<file path="src/rtl/jio_cycle_gen_if.sv">
// Request/response handshake plus JERRY I/O pin bundle for jio_cycle_gen.
// slave = the cycle generator, master = the local host/bridge and pin model.
interface jio_cycle_gen_if;
  logic        req_valid;
  logic        req_ready;
  logic        req_wr;
  logic [15:0] req_addr;
  logic [15:0] req_wdata;
  logic        rsp_valid;
  logic [15:0] rsp_rdata;
  logic [15:0] a;
  logic        dspcsl;
  logic        dspen;
  logic        wel0;
  logic        oel0;
  logic [15:0] dr_out;
  logic        dr_oe;
  logic [15:0] dr_in;

  modport slave (
    input  req_valid, req_wr, req_addr, req_wdata, dr_in,
    output req_ready, rsp_valid, rsp_rdata,
    output a, dspcsl, dspen, wel0, oel0, dr_out, dr_oe
  );

  modport master (
    output req_valid, req_wr, req_addr, req_wdata, dr_in,
    input  req_ready, rsp_valid, rsp_rdata,
    input  a, dspcsl, dspen, wel0, oel0, dr_out, dr_oe
  );
endinterface

</file>
<file path="src/rtl/jio_cycle_gen.sv">
// JERRY I/O bus-cycle initiator: setup/strobe/hold sequencing, all pins registered.
// rsp_valid SETUP+STROBE+HOLD+1 cycles after accept; req_ready low while a cycle runs.
module jio_cycle_gen #(
  parameter int SETUP_CYC  = 1,
  parameter int STROBE_CYC = 2,
  parameter int HOLD_CYC   = 1
) (
  input  logic           sys_clk,
  input  logic           resetl,
  jio_cycle_gen_if.slave bus
);

  localparam logic [1:0] ST_IDLE   = 2'd0;
  localparam logic [1:0] ST_SETUP  = 2'd1;
  localparam logic [1:0] ST_STROBE = 2'd2;
  localparam logic [1:0] ST_HOLD   = 2'd3;

  localparam logic [3:0] SETUP_LD  = 4'(SETUP_CYC - 1);
  localparam logic [3:0] STROBE_LD = 4'(STROBE_CYC - 1);
  localparam logic [3:0] HOLD_LD   = 4'(HOLD_CYC - 1);

  logic [1:0]  state, state_nxt;
  logic [3:0]  cnt, cnt_nxt;
  logic        wr_q, wr_nxt;
  logic [15:0] addr_q, addr_nxt;
  logic [15:0] wdata_q, wdata_nxt;
  logic        capture;
  logic        rsp_nxt;
  logic        active_nxt;
  logic        strobe_nxt;

  logic        rsp_valid_q;
  logic [15:0] rdata_q;
  logic [15:0] a_q;
  logic        csl_q;
  logic        en_q;
  logic        wel_q;
  logic        oel_q;
  logic [15:0] dout_q;
  logic        oe_q;

  always_comb begin
    state_nxt = state;
    cnt_nxt   = cnt;
    wr_nxt    = wr_q;
    addr_nxt  = addr_q;
    wdata_nxt = wdata_q;
    capture   = 1'b0;
    rsp_nxt   = 1'b0;
    case (state)
      ST_IDLE: begin
        if (bus.req_valid) begin
          wr_nxt    = bus.req_wr;
          addr_nxt  = bus.req_addr;
          wdata_nxt = bus.req_wdata;
          cnt_nxt   = SETUP_LD;
          state_nxt = ST_SETUP;
        end
      end
      ST_SETUP: begin
        if (cnt == 4'd0) begin
          cnt_nxt   = STROBE_LD;
          state_nxt = ST_STROBE;
        end else begin
          cnt_nxt = cnt - 4'd1;
        end
      end
      ST_STROBE: begin
        if (cnt == 4'd0) begin
          capture   = !wr_q;
          cnt_nxt   = HOLD_LD;
          state_nxt = ST_HOLD;
        end else begin
          cnt_nxt = cnt - 4'd1;
        end
      end
      ST_HOLD: begin
        if (cnt == 4'd0) begin
          rsp_nxt   = 1'b1;
          state_nxt = ST_IDLE;
        end else begin
          cnt_nxt = cnt - 4'd1;
        end
      end
      default: state_nxt = ST_IDLE;
    endcase
  end

  // Pins are registered from the next state so each phase shows on the bus
  // in the same cycle the FSM enters it, without any input-to-pin path.
  assign active_nxt = (state_nxt != ST_IDLE);
  assign strobe_nxt = (state_nxt == ST_STROBE);

  always_ff @(posedge sys_clk or negedge resetl) begin
    if (!resetl) begin
      state   <= ST_IDLE;
      cnt     <= 4'd0;
      wr_q    <= 1'b0;
      addr_q  <= 16'h0000;
      wdata_q <= 16'h0000;
    end else begin
      state   <= state_nxt;
      cnt     <= cnt_nxt;
      wr_q    <= wr_nxt;
      addr_q  <= addr_nxt;
      wdata_q <= wdata_nxt;
    end
  end

  always_ff @(posedge sys_clk or negedge resetl) begin
    if (!resetl) begin
      rsp_valid_q <= 1'b0;
      rdata_q     <= 16'h0000;
      a_q         <= 16'h0000;
      csl_q       <= 1'b1;
      en_q        <= 1'b0;
      wel_q       <= 1'b1;
      oel_q       <= 1'b1;
      dout_q      <= 16'h0000;
      oe_q        <= 1'b0;
    end else begin
      rsp_valid_q <= rsp_nxt;
      if (capture) begin
        rdata_q <= bus.dr_in;
      end
      a_q    <= active_nxt ? addr_nxt : 16'h0000;
      csl_q  <= !active_nxt;
      en_q   <= active_nxt;
      wel_q  <= !(strobe_nxt && wr_nxt);
      oel_q  <= !(strobe_nxt && !wr_nxt);
      oe_q   <= active_nxt && wr_nxt;
      dout_q <= (active_nxt && wr_nxt) ? wdata_nxt : 16'h0000;
    end
  end

  assign bus.req_ready = (state == ST_IDLE);
  assign bus.rsp_valid = rsp_valid_q;
  assign bus.rsp_rdata = rdata_q;
  assign bus.a         = a_q;
  assign bus.dspcsl    = csl_q;
  assign bus.dspen     = en_q;
  assign bus.wel0      = wel_q;
  assign bus.oel0      = oel_q;
  assign bus.dr_out    = dout_q;
  assign bus.dr_oe     = oe_q;

  a_strobe_excl: assert property (@(posedge sys_clk) disable iff (!resetl)
    !(!wel_q && !oel_q));
  a_strobe_cs: assert property (@(posedge sys_clk) disable iff (!resetl)
    (!wel_q || !oel_q) |-> !csl_q);

endmodule

</file>
<file path="src/flat_wrapper.sv">
// flat-port wrapper written by rule: the top's interface ports become plain ports
module jio_cycle_gen_flat 
#(
  parameter int SETUP_CYC  = 1,
  parameter int STROBE_CYC = 2,
  parameter int HOLD_CYC   = 1
)
  (sys_clk, resetl, bus_req_valid, bus_req_wr, bus_req_addr, bus_req_wdata, bus_dr_in, bus_req_ready, bus_rsp_valid, bus_rsp_rdata, bus_a, bus_dspcsl, bus_dspen, bus_wel0, bus_oel0, bus_dr_out, bus_dr_oe);
  jio_cycle_gen_if bus_i ();
  input  logic sys_clk;
  input  logic resetl;
  input wire logic [$bits(bus_i.req_valid)-1:0] bus_req_valid;
  input wire logic [$bits(bus_i.req_wr)-1:0] bus_req_wr;
  input wire logic [$bits(bus_i.req_addr)-1:0] bus_req_addr;
  input wire logic [$bits(bus_i.req_wdata)-1:0] bus_req_wdata;
  input wire logic [$bits(bus_i.dr_in)-1:0] bus_dr_in;
  output wire logic [$bits(bus_i.req_ready)-1:0] bus_req_ready;
  output wire logic [$bits(bus_i.rsp_valid)-1:0] bus_rsp_valid;
  output wire logic [$bits(bus_i.rsp_rdata)-1:0] bus_rsp_rdata;
  output wire logic [$bits(bus_i.a)-1:0] bus_a;
  output wire logic [$bits(bus_i.dspcsl)-1:0] bus_dspcsl;
  output wire logic [$bits(bus_i.dspen)-1:0] bus_dspen;
  output wire logic [$bits(bus_i.wel0)-1:0] bus_wel0;
  output wire logic [$bits(bus_i.oel0)-1:0] bus_oel0;
  output wire logic [$bits(bus_i.dr_out)-1:0] bus_dr_out;
  output wire logic [$bits(bus_i.dr_oe)-1:0] bus_dr_oe;
  assign bus_i.req_valid = bus_req_valid;
  assign bus_i.req_wr = bus_req_wr;
  assign bus_i.req_addr = bus_req_addr;
  assign bus_i.req_wdata = bus_req_wdata;
  assign bus_i.dr_in = bus_dr_in;
  assign bus_req_ready = bus_i.req_ready;
  assign bus_rsp_valid = bus_i.rsp_valid;
  assign bus_rsp_rdata = bus_i.rsp_rdata;
  assign bus_a = bus_i.a;
  assign bus_dspcsl = bus_i.dspcsl;
  assign bus_dspen = bus_i.dspen;
  assign bus_wel0 = bus_i.wel0;
  assign bus_oel0 = bus_i.oel0;
  assign bus_dr_out = bus_i.dr_out;
  assign bus_dr_oe = bus_i.dr_oe;
  jio_cycle_gen #(.SETUP_CYC(SETUP_CYC), .STROBE_CYC(STROBE_CYC), .HOLD_CYC(HOLD_CYC)) u_core (.sys_clk(sys_clk), .resetl(resetl), .bus(bus_i));
endmodule
</file>
<file path="config.mk">
export PLATFORM = sky130hd
export DESIGN_NAME = jio_cycle_gen_flat
export DESIGN_NICKNAME = d
export VERILOG_FILES = /design/src/rtl/jio_cycle_gen_if.sv /design/src/rtl/jio_cycle_gen.sv /design/src/flat_wrapper.sv
export SDC_FILE = /design/constraint.sdc
export NUM_CORES = 1
export LEC_CHECK = 0
export CORE_MARGIN = 1.5
export CORE_UTILIZATION = 49
export CTS_BUF_LIST = sky130_fd_sc_hd__clkbuf_2 sky130_fd_sc_hd__clkbuf_4 sky130_fd_sc_hd__clkbuf_8
export DETAILED_ROUTE_END_ITERATION = 10
export PLACE_DENSITY_LB_ADDON = 0.05
export SYNTH_ARGS = -nofsm -noshare
export SYNTH_HDL_FRONTEND = slang
export SYNTH_SLANG_ARGS = --single-unit
</file>
<file path="constraint.sdc">
create_clock -name sys_clk -period 2.3 [get_ports sys_clk]
set_input_delay 0.23 -clock sys_clk [delete_from_list [all_inputs] [get_ports sys_clk]]
set_output_delay 0.23 -clock sys_clk [all_outputs]
set_load 0.01 [all_outputs]
</file>
### Word level (Yosys, flattened, before mapping)

Index checks and enable logic that the tools add are counted.

* register bits: 93
* bits of input ports: 52
* logic and storage cells: 55

* add/sub/neg operators: 1
* eq/ne operators: 6
* multiplexer cells: 22
* reduce and logical (&&, ||, !) cells: 12

Operators with widths (number)
* $mux 16: 6
* $mux 4: 4
* $pmux 4 s4: 1
* $mux 2: 4
* $pmux 2 s4: 1
* $eq 2x2->1 const B: 3
* $mux 1: 6
* $logic_not 1->1: 5
* $logic_not 4->1: 1
* $ne 2x2->1 const B: 2
* $sub 4x1->4 const B: 1
* $logic_and 1x1->1: 3
* $eq 2x1->1 const B: 1
* $logic_not 2->1: 1
* $reduce_and 2->1: 1
* $reduce_bool 2->1: 1

### Longest topological paths before layout

Gate-level depths: netlist of the first run.

* depth in word-level cells: 6
* mapped depth: 8

### Worst setup path before layout of the first run

No wires, ideal clock.

* path kind: register to register
* start point: register u_core.cnt[1]
* end point: register u_core.rdata_q[10] (netlist: u_core.bus.rsp_rdata[10])
* library setup time: 0.125 ns
* arrival: 1.684 ns
* setup slack: 0.491 ns
* cell stages (with the launch flop): 8
* period minus slack after synthesis: 1.809 ns
* cells stage by stage: dfrtp_1 inv_1 ha_1 nor3b_2 or3b_1 buf_2 buf_6 mux2_4

* word-level cells in the longest chain between the ends: 3

RTL lines
* start: declaration: RTL line jio_cycle_gen.sv:23 `logic [3:0] cnt, cnt_nxt;`
* start signal: assignment: RTL line jio_cycle_gen.sv:103 `cnt <= cnt_nxt;`
* $logic_not 4->1: RTL line jio_cycle_gen.sv:69 `if (cnt == 4'd0) begin`
* $mux 1: RTL line jio_cycle_gen.sv:69
* $mux 1: RTL line jio_cycle_gen.sv:50 `case (state)`
* end signal: assignment: RTL line jio_cycle_gen.sv:124 `rdata_q <= bus.dr_in;`
* end: declaration: RTL line jio_cycle_gen.sv:33 `logic [15:0] rdata_q;`

No other way between the ends.
A chain may end at the register's enable or synchronous reset.

### Worst setup path after layout of the first run

* start point: register u_core.state[1]
* end point: output bus_req_ready

* word-level cells in the longest chain between the ends: 1

RTL lines
* start: declaration: RTL line jio_cycle_gen.sv:22 `logic [1:0] state, state_nxt;`
* start signal: assignment: RTL line jio_cycle_gen.sv:102 `state <= state_nxt;`
* $logic_not 2->1: RTL line jio_cycle_gen.sv:136 `assign bus.req_ready = (state == ST_IDLE);`
* end: declaration: RTL line flat_wrapper.sv:17 `output wire logic [$bits(bus_i.req_ready)-1:0] bus_req_ready;`

No other way between the ends.

==> results of run 1 <==
[metrics by stage]
stage	cell area, µm²	hold slack (ps)	power, W	setup WS (ps)
final	4990	431	0.00664	230
after global routing	4990	457	0.00708	140
after CTS	4990	430	0.00672	203
after detailed placement	4800	279	0.00572	335
after global placement	4800	272	0.00563	379
after floorplan	3620	-65.6	0.00435	491
[logic make-up (layout without fill, tap and decap cells)]
logic type	Yosys count	after routing	share of synthesized area [%]
mux	33	33	11.3
fa+ha+maj	1	1	0.345
compound gates	28	28	4.80
buf+inv	24	135	3.14
xor+xnor	1	1	0.242
flops	93	93	64.4
simple gates	115	115	15.8
[report_power, final]
part / internal [W] / switching, W
Sequential: 0.00243 / 0.000378
Clock: 0.000435 / 0.000549
Combinational: 0.00164 / 0.00120
Total: 0.00451 / 0.00213
[Yosys cell counts (all sizes together)]
library cell,number
o21ai,4
clkbuf,9
a221o,2
nor3,1
ha,1
or3,1
and3,1
a21oi,17
nand4bb,1
or3b,2
nor2b,1
and2,17
mux2,33
nand2,49
inv,4
nor4,2
nand3,33
a211o,1
buf,11
nor2,2
nand2b,3
a31oi,2
xnor2,1
nor3b,2
dfstp,3
dfrtp,90
o22ai,2
[final cells by class]
class | count | share of cell area (%)
clock inverters | 5 | 0.728
clock buffers | 11 | 2.91
well taps | 99 | 2.48
flip-flops and latches | 93 | 46.7
inverters | 4 | 0.301
repair buffers | 115 | 23.1
multi-input cells | 178 | 23.7
[worst max path at each step]
stage,cells past startpoint,end
final,2,bus_req_ready
after global placement,4,u_core.bus.dr_out[8]
after global routing,2,bus_req_ready
after CTS,2,bus_req_ready
after floorplan,7,u_core.bus.rsp_rdata[10]
after detailed placement,5,u_core.bus.a[15]
[layer usage]
layer	vias to the layer above	GRT usage, %	part of all wire, %
li1	1201	-	-
met1	1252	23.8	43
met2	94	31.4	48
met3	10	5.17	7.7
met4	0	7.13	1.5
met5	-	0	0
[what timing repair did]
item	4_1_cts	5_1_grt
endpoints found under the hold margin	43	0
setup buffers	0	0
hold buffers	1	0
[flip-flops by register name (all words and copies together), names as in the netlist]
name,flops
u_core.addr_q,16
u_core.bus.rsp_rdata,16
u_core.wdata_q,16
u_core.bus.dspcsl,1
u_core.bus.wel0,1
u_core.bus.dr_oe,1
u_core.bus.dr_out,16
u_core.bus.oel0,1
u_core.cnt,4
u_core.bus.dspen,1
u_core.bus.rsp_valid,1
u_core.wr_q,1
u_core.bus.a,16
u_core.state,2
[worst register-to-register path, stage by stage (launching register included)]
cell and delay, ps:
dfrtp_1 700, nand2b_1 140, or3b_1 380, buf_4 230, mux2_4 320
==> results.txt, run 1 <==
Reg2Reg Setup Slack -> 420 ps
First-pass GRT wire length -> 11300 µm
Drt drc -> 0
Die extent in y -> 89.0 µm
Status -> complete, no violations
Layout area overhead -> 37.7%
Antenna diode instance count -> 0
Number of clock sinks -> 93
Max Freq -> 483 MHz
HP Class -> input port to async pin
Reg2reg path depth -> 4
Via Count -> 2557
Post-layout util -> 69.1%
Vias per inst -> 5.06
Yosys reg bits -> 93
Site Rows -> 31
Filler cells -> 567
Crit path required time -> 2070 ps
Crit path launch type -> flop
Initial core utilization -> 50.2%
Commonest non-fill, non-tap cells in the layout -> clkdlybuf4s50_1, dfrtp_1, nand2_1, nand3_1, mux2_2
Critical Path Max Stage Delay -> 590 ps
Yosys top cell by area -> dfrtp_1
CTS tree -> done
Post-cts sizing count -> 0
Lkg Pwr -> 2.20 nW
Detailed Routing Iterations Pass 1 -> 4
FF-to-FF Start -> u_core.state[1]
Worst-path maximum fanout -> 14
Synth unique cells -> 34
Final hold vios -> 0
Yosys synthesis warning count -> 0
Top post-synthesis cells by area -> dfrtp_1, mux2_2, nand2_1
Iteration-0 DRC Markers -> 165
Clk Latency, worst-skew pair -> 350 ps
Setup TNS -> 0 ps
Crit path time final -> 2070 ps
Sequential-to-total area share from yosys stat -> 64.4%
Clock root buffer -> clkbuf_8
Grt total ovfl -> 0
Slew Limit Headroom -> 57.4%
Final max-slew violation count -> 0
Syn avg cell area -> 12.3 µm²
Die ar. -> 7910 µm²
WL/cell -> 14.3 µm
CP arrival -> 1840 ps
Placed wire-length estimate -> 4800 µm
CP Buf/Inv Count -> 1
Dpl cells -> 488
Power Dens Cells -> 1330 nW/µm²
Synth Net Count -> 348
Mapped cell area -> 3620 µm²
R2r endpoint -> u_core.bus.rsp_rdata[13]
Cells after synthesis -> 295
Bufs on Longest Clock Path -> 2
Layout cells sized above 1 -> 16.3%
Worst-Margin Slew -> 640 ps
Commonest non-fill, non-tap cell in the layout -> clkdlybuf4s50_1
DIE WIDTH -> 89.0 µm
Routed Antenna Nets -> 0
I/O Pins -> 107
Routed Wire Length -> 7240 µm
CP max-delay cell -> dfrtp_1
CTS H-tree lvls -> 3
Final worst path period share -> 90.0%
CP Cell Sequence -> nor2_1 > clkdlybuf4s50_1
Worst Setup Path Type -> flop to output pin
Num CTS Buffers -> 9
Worst path top cell family by delay -> flip-flops
Core Region -> 7210 µm²
Initial antenna violation count -> 0
Clk pin slew, worst setup/hold paths -> 90 ps
Fin nets -> 454
RSZ-0062 raised after global routing -> false
Vias in the first global route -> 2435
Share of the synthesized area in the top cell type -> 62.2%
RD Place Congestion -> 0.767
Post-Layout Cell Count -> 505
Critical Path End Type -> output pin
PortBufs -> 106
Fin Clk Skew -> 11.6 ps
Pin count of the biggest net entering global routing -> 48
Multi-input logic area -> 1180 µm²
Crit path from -> u_core.state[1]
All-Layer GR Usage -> 18.9%
Maximum VDD drop -> 0.659 mV
FF+latch area -> 2330 µm²
Setup violators final -> 0
Max cap viols -> 0
No activity file was read; power rests on OpenSTA's default activity.
==> run 2: changes to the inputs <==
- ABC_CLOCK_PERIOD_IN_PS: not set -> 2300
==> results of run 2 <==
Final layout, timing and power as in run 1 (identical DEF).
==> run 3: changes to the inputs <==
- ABC_CLOCK_PERIOD_IN_PS: 2300 -> 2260
- clock period: 2.3 -> 2.26 ns (I/O delays scaled with it)
==> run 3 against run 2 <==
  * Sequential share of layout area down 0.11 points
  * Flip-flop and latch count unchanged
  * Wire length up 1.7%
  * Worst hold slack worse by 94 ps
  * Design area up 0.23%
  * First-iteration DRC count down 50%
  * Global-route usage up 1.1 points
  * Die area unchanged
  * Via count down 1.3%
  * Clock skew up 2.1 ps
  * Non-clock buffer count up 3
  * Critical path type unchanged
  * Largest power group unchanged
==> results.txt, run 3 (same netlist as run 1, synthesis figures left out) <==
Seq pwr share -> 42.1% (-0.3 points)
Internal power -> 0.00458 W (+1.6%)
I/O Pins -> 107 (unchanged)
Vias in the first global route -> 2467 (+1.3%)
Bufs on Longest Clock Path -> 2 (unchanged)
Final worst path period share -> 89.2%
Pin count of the biggest net entering global routing -> 46 (-4.2%)
Crit path required time -> 2030 ps (-40 ps)
Comb pwr share -> 43.5% (+0.7 points)
Clk pin slew, worst setup/hold paths -> 90 ps (about the same)
Worst-Margin Slew -> 654 ps (+14.0 ps)
Worst-path maximum fanout -> 13 (-1)
Slew Limit Headroom -> 56.4% (-0.93 points)
Final max-slew violation count -> 0 (unchanged)
Placement Setup Slack -> 305 ps (-29.9 ps)
Hold WS -> 337 ps (-94.2 ps)
Core Region -> 7210 µm² (unchanged)
Placed wire-length estimate -> 4940 µm (+2.9%)
Maximum VDD drop -> 0.672 mV (+2.0%)
Clk Latency, worst-skew pair -> 350 ps (about the same)
Postcts setup bufs -> 0 (unchanged)
Placed cell area -> 4820 µm² (+0.47%)
Max Freq -> 496 MHz
Setup violators final -> 0 (unchanged)
Clock root buffer -> clkbuf_8
Die extent in y -> 89.0 µm (unchanged)
Drt drc -> 0 (unchanged)
Switching pwr -> 0.00217 W (+2.1%)
HP Class -> input port to async pin
Antenna diode instance count -> 0 (unchanged)
Site Rows -> 31 (unchanged)
Crit path launch type -> flop
Worst Setup Path Type -> flop to output pin
Via Count -> 2524 (-1.3%)
CTS H-tree lvls -> 3 (unchanged)
CP arrival -> 1790 ps (-50 ps)
CTS tree -> done
Initial antenna violation count -> 0 (unchanged)
Global route hottest layer -> met2
First-pass GRT wire length -> 11800 µm (+4.3%)
Grt total ovfl -> 0 (unchanged)
Setup TNS -> 0 ps (unchanged)
Routed Antenna Nets -> 0 (unchanged)
Detailed Routing Iterations Pass 1 -> 4 (unchanged)
DIE WIDTH -> 89.0 µm (unchanged)
Initial core utilization -> 50.2% (unchanged)
Crit path time final -> 2020 ps
Fin nets -> 457 (+0.66%)
Sw Share -> 32.2% (+0.12 points)
Critical Path End Type -> output pin
Number of clock sinks -> 93 (unchanged)
Layout cells sized above 1 -> 16.9% (+0.61 points)
Met2 GRT Util -> 31.7% (+0.28 points)
Fin Clk Skew -> 13.7 ps (+2.05 ps)
Final setup margin -> 243 ps (+13.3 ps)
PortBufs -> 106 (unchanged)
Status -> complete, no violations
Commonest non-fill, non-tap cell in the layout -> clkdlybuf4s50_1
Lkg Pwr -> 2.21 nW (+0.72%)
Final instance area -> 5000 µm² (+0.23%)
RSZ-0062 raised after global routing -> false
WL/cell -> 14.5 µm (+1.1%)
Clock share of power -> 14.4% (-0.4 points)
Filler cells -> 556 (-1.9%)
Routed Wire Length -> 7360 µm (+1.7%)
Commonest non-fill, non-tap cells in the layout -> clkdlybuf4s50_1, dfrtp_1, nand2_1, nand3_1, mux2_2
All-Layer GR Usage -> 20.0% (+1.1 points)
Final hold vios -> 0 (unchanged)
Num CTS Buffers -> 9 (unchanged)
Iteration-0 DRC Markers -> 83 (-50%)
Power Dens Cells -> 1350 nW/µm² (+1.5%)
Vias per inst -> 4.97 (-1.9%)
Layout area overhead -> 38.0%
M1 GR Usage -> 25.9% (+2.1 points)
RD Place Congestion -> 0.761 (-0.73%)
Met3 Use GR -> 6.00% (+0.83 points)
Max cap viols -> 0 (unchanged)
Die ar. -> 7910 µm² (unchanged)
==> run 3: cell count changes in the layout (fill, tap and decap cells not counted), sizes merged <==
cell      delta
buf          +3
clkbuf       -1
clkinvlp     -1
inv          +1
clkinv       +1
==> run 3: worst paths after layout <==
kind | startpoint | endpoint | slack [ps] | depth (start not counted)
max reg2reg | u_core.cnt[0] | u_core.bus.rsp_rdata[14] | 380 | 6
min in group sys_clk | bus_req_wdata[15] | u_core.wdata_q[15] | 430 | 3
min reg2reg | u_core.wdata_q[7] | u_core.wdata_q[7] | 480 | 2
min | resetl | u_core.bus.rsp_rdata[8] | 340 | 2
max in group asynchronous | resetl | u_core.wdata_q[7] | 1290 | 3
max | u_core.state[0] | bus_req_ready | 240 | 2
==> run 3: worst max-delay path, stage by stage, from the launching register on <==
cell	delay, ps
dfrtp_1	560
nor2_1	290
clkdlybuf4s50_1	590
==> run 3: area by class of cell <==
cell class / instances / area, µm² / share of cell area, %
flip-flops and latches: 93 / 2330 / 46.6
multi-input cells: 178 / 1180 / 23.7
repair buffers: 118 / 1180 / 23.5
clock buffers: 10 / 131 / 2.63
well taps: 99 / 124 / 2.48
clock inverters: 6 / 38.8 / 0.776
inverters: 4 / 15.0 / 0.300
==> run 3: metal layers <==
metal  wire length [µm]  up-vias  part of all wire, %
met2               3470       80                   47
met5                  0        -                    0
met4                119        0                  1.6
met1               3210     1228                   44
met3                556       10                  7.6
li1                   -     1206                    -
==> run 3: through the flow <==
step                std cells  total power, W  utilization [%]
floorplan                 295         0.00442                -
detailed placement        491         0.00585             66.8
finish                    508         0.00675             69.3
CTS                       508         0.00683             69.3
global route              508         0.00722             69.3
global placement          491         0.00575             66.8
==> run 3: what timing repair did <==
item                                    CTS  global route
gates resized for setup                   0             0
hold buffers                              1             0
endpoints found under the hold margin    27             0
endpoints found under the setup margin    0             0
==> run 3: power by group through the flow <==
stage	clock network [W]	logic [W]	registers, W
after floorplan	0	0.00141	0.00302
after global placement	0	0.00290	0.00286
after detailed placement	0	0.00297	0.00288
after CTS	0.00101	0.00298	0.00285
after global routing	0.00106	0.00322	0.00293
final	0.000974	0.00294	0.00284
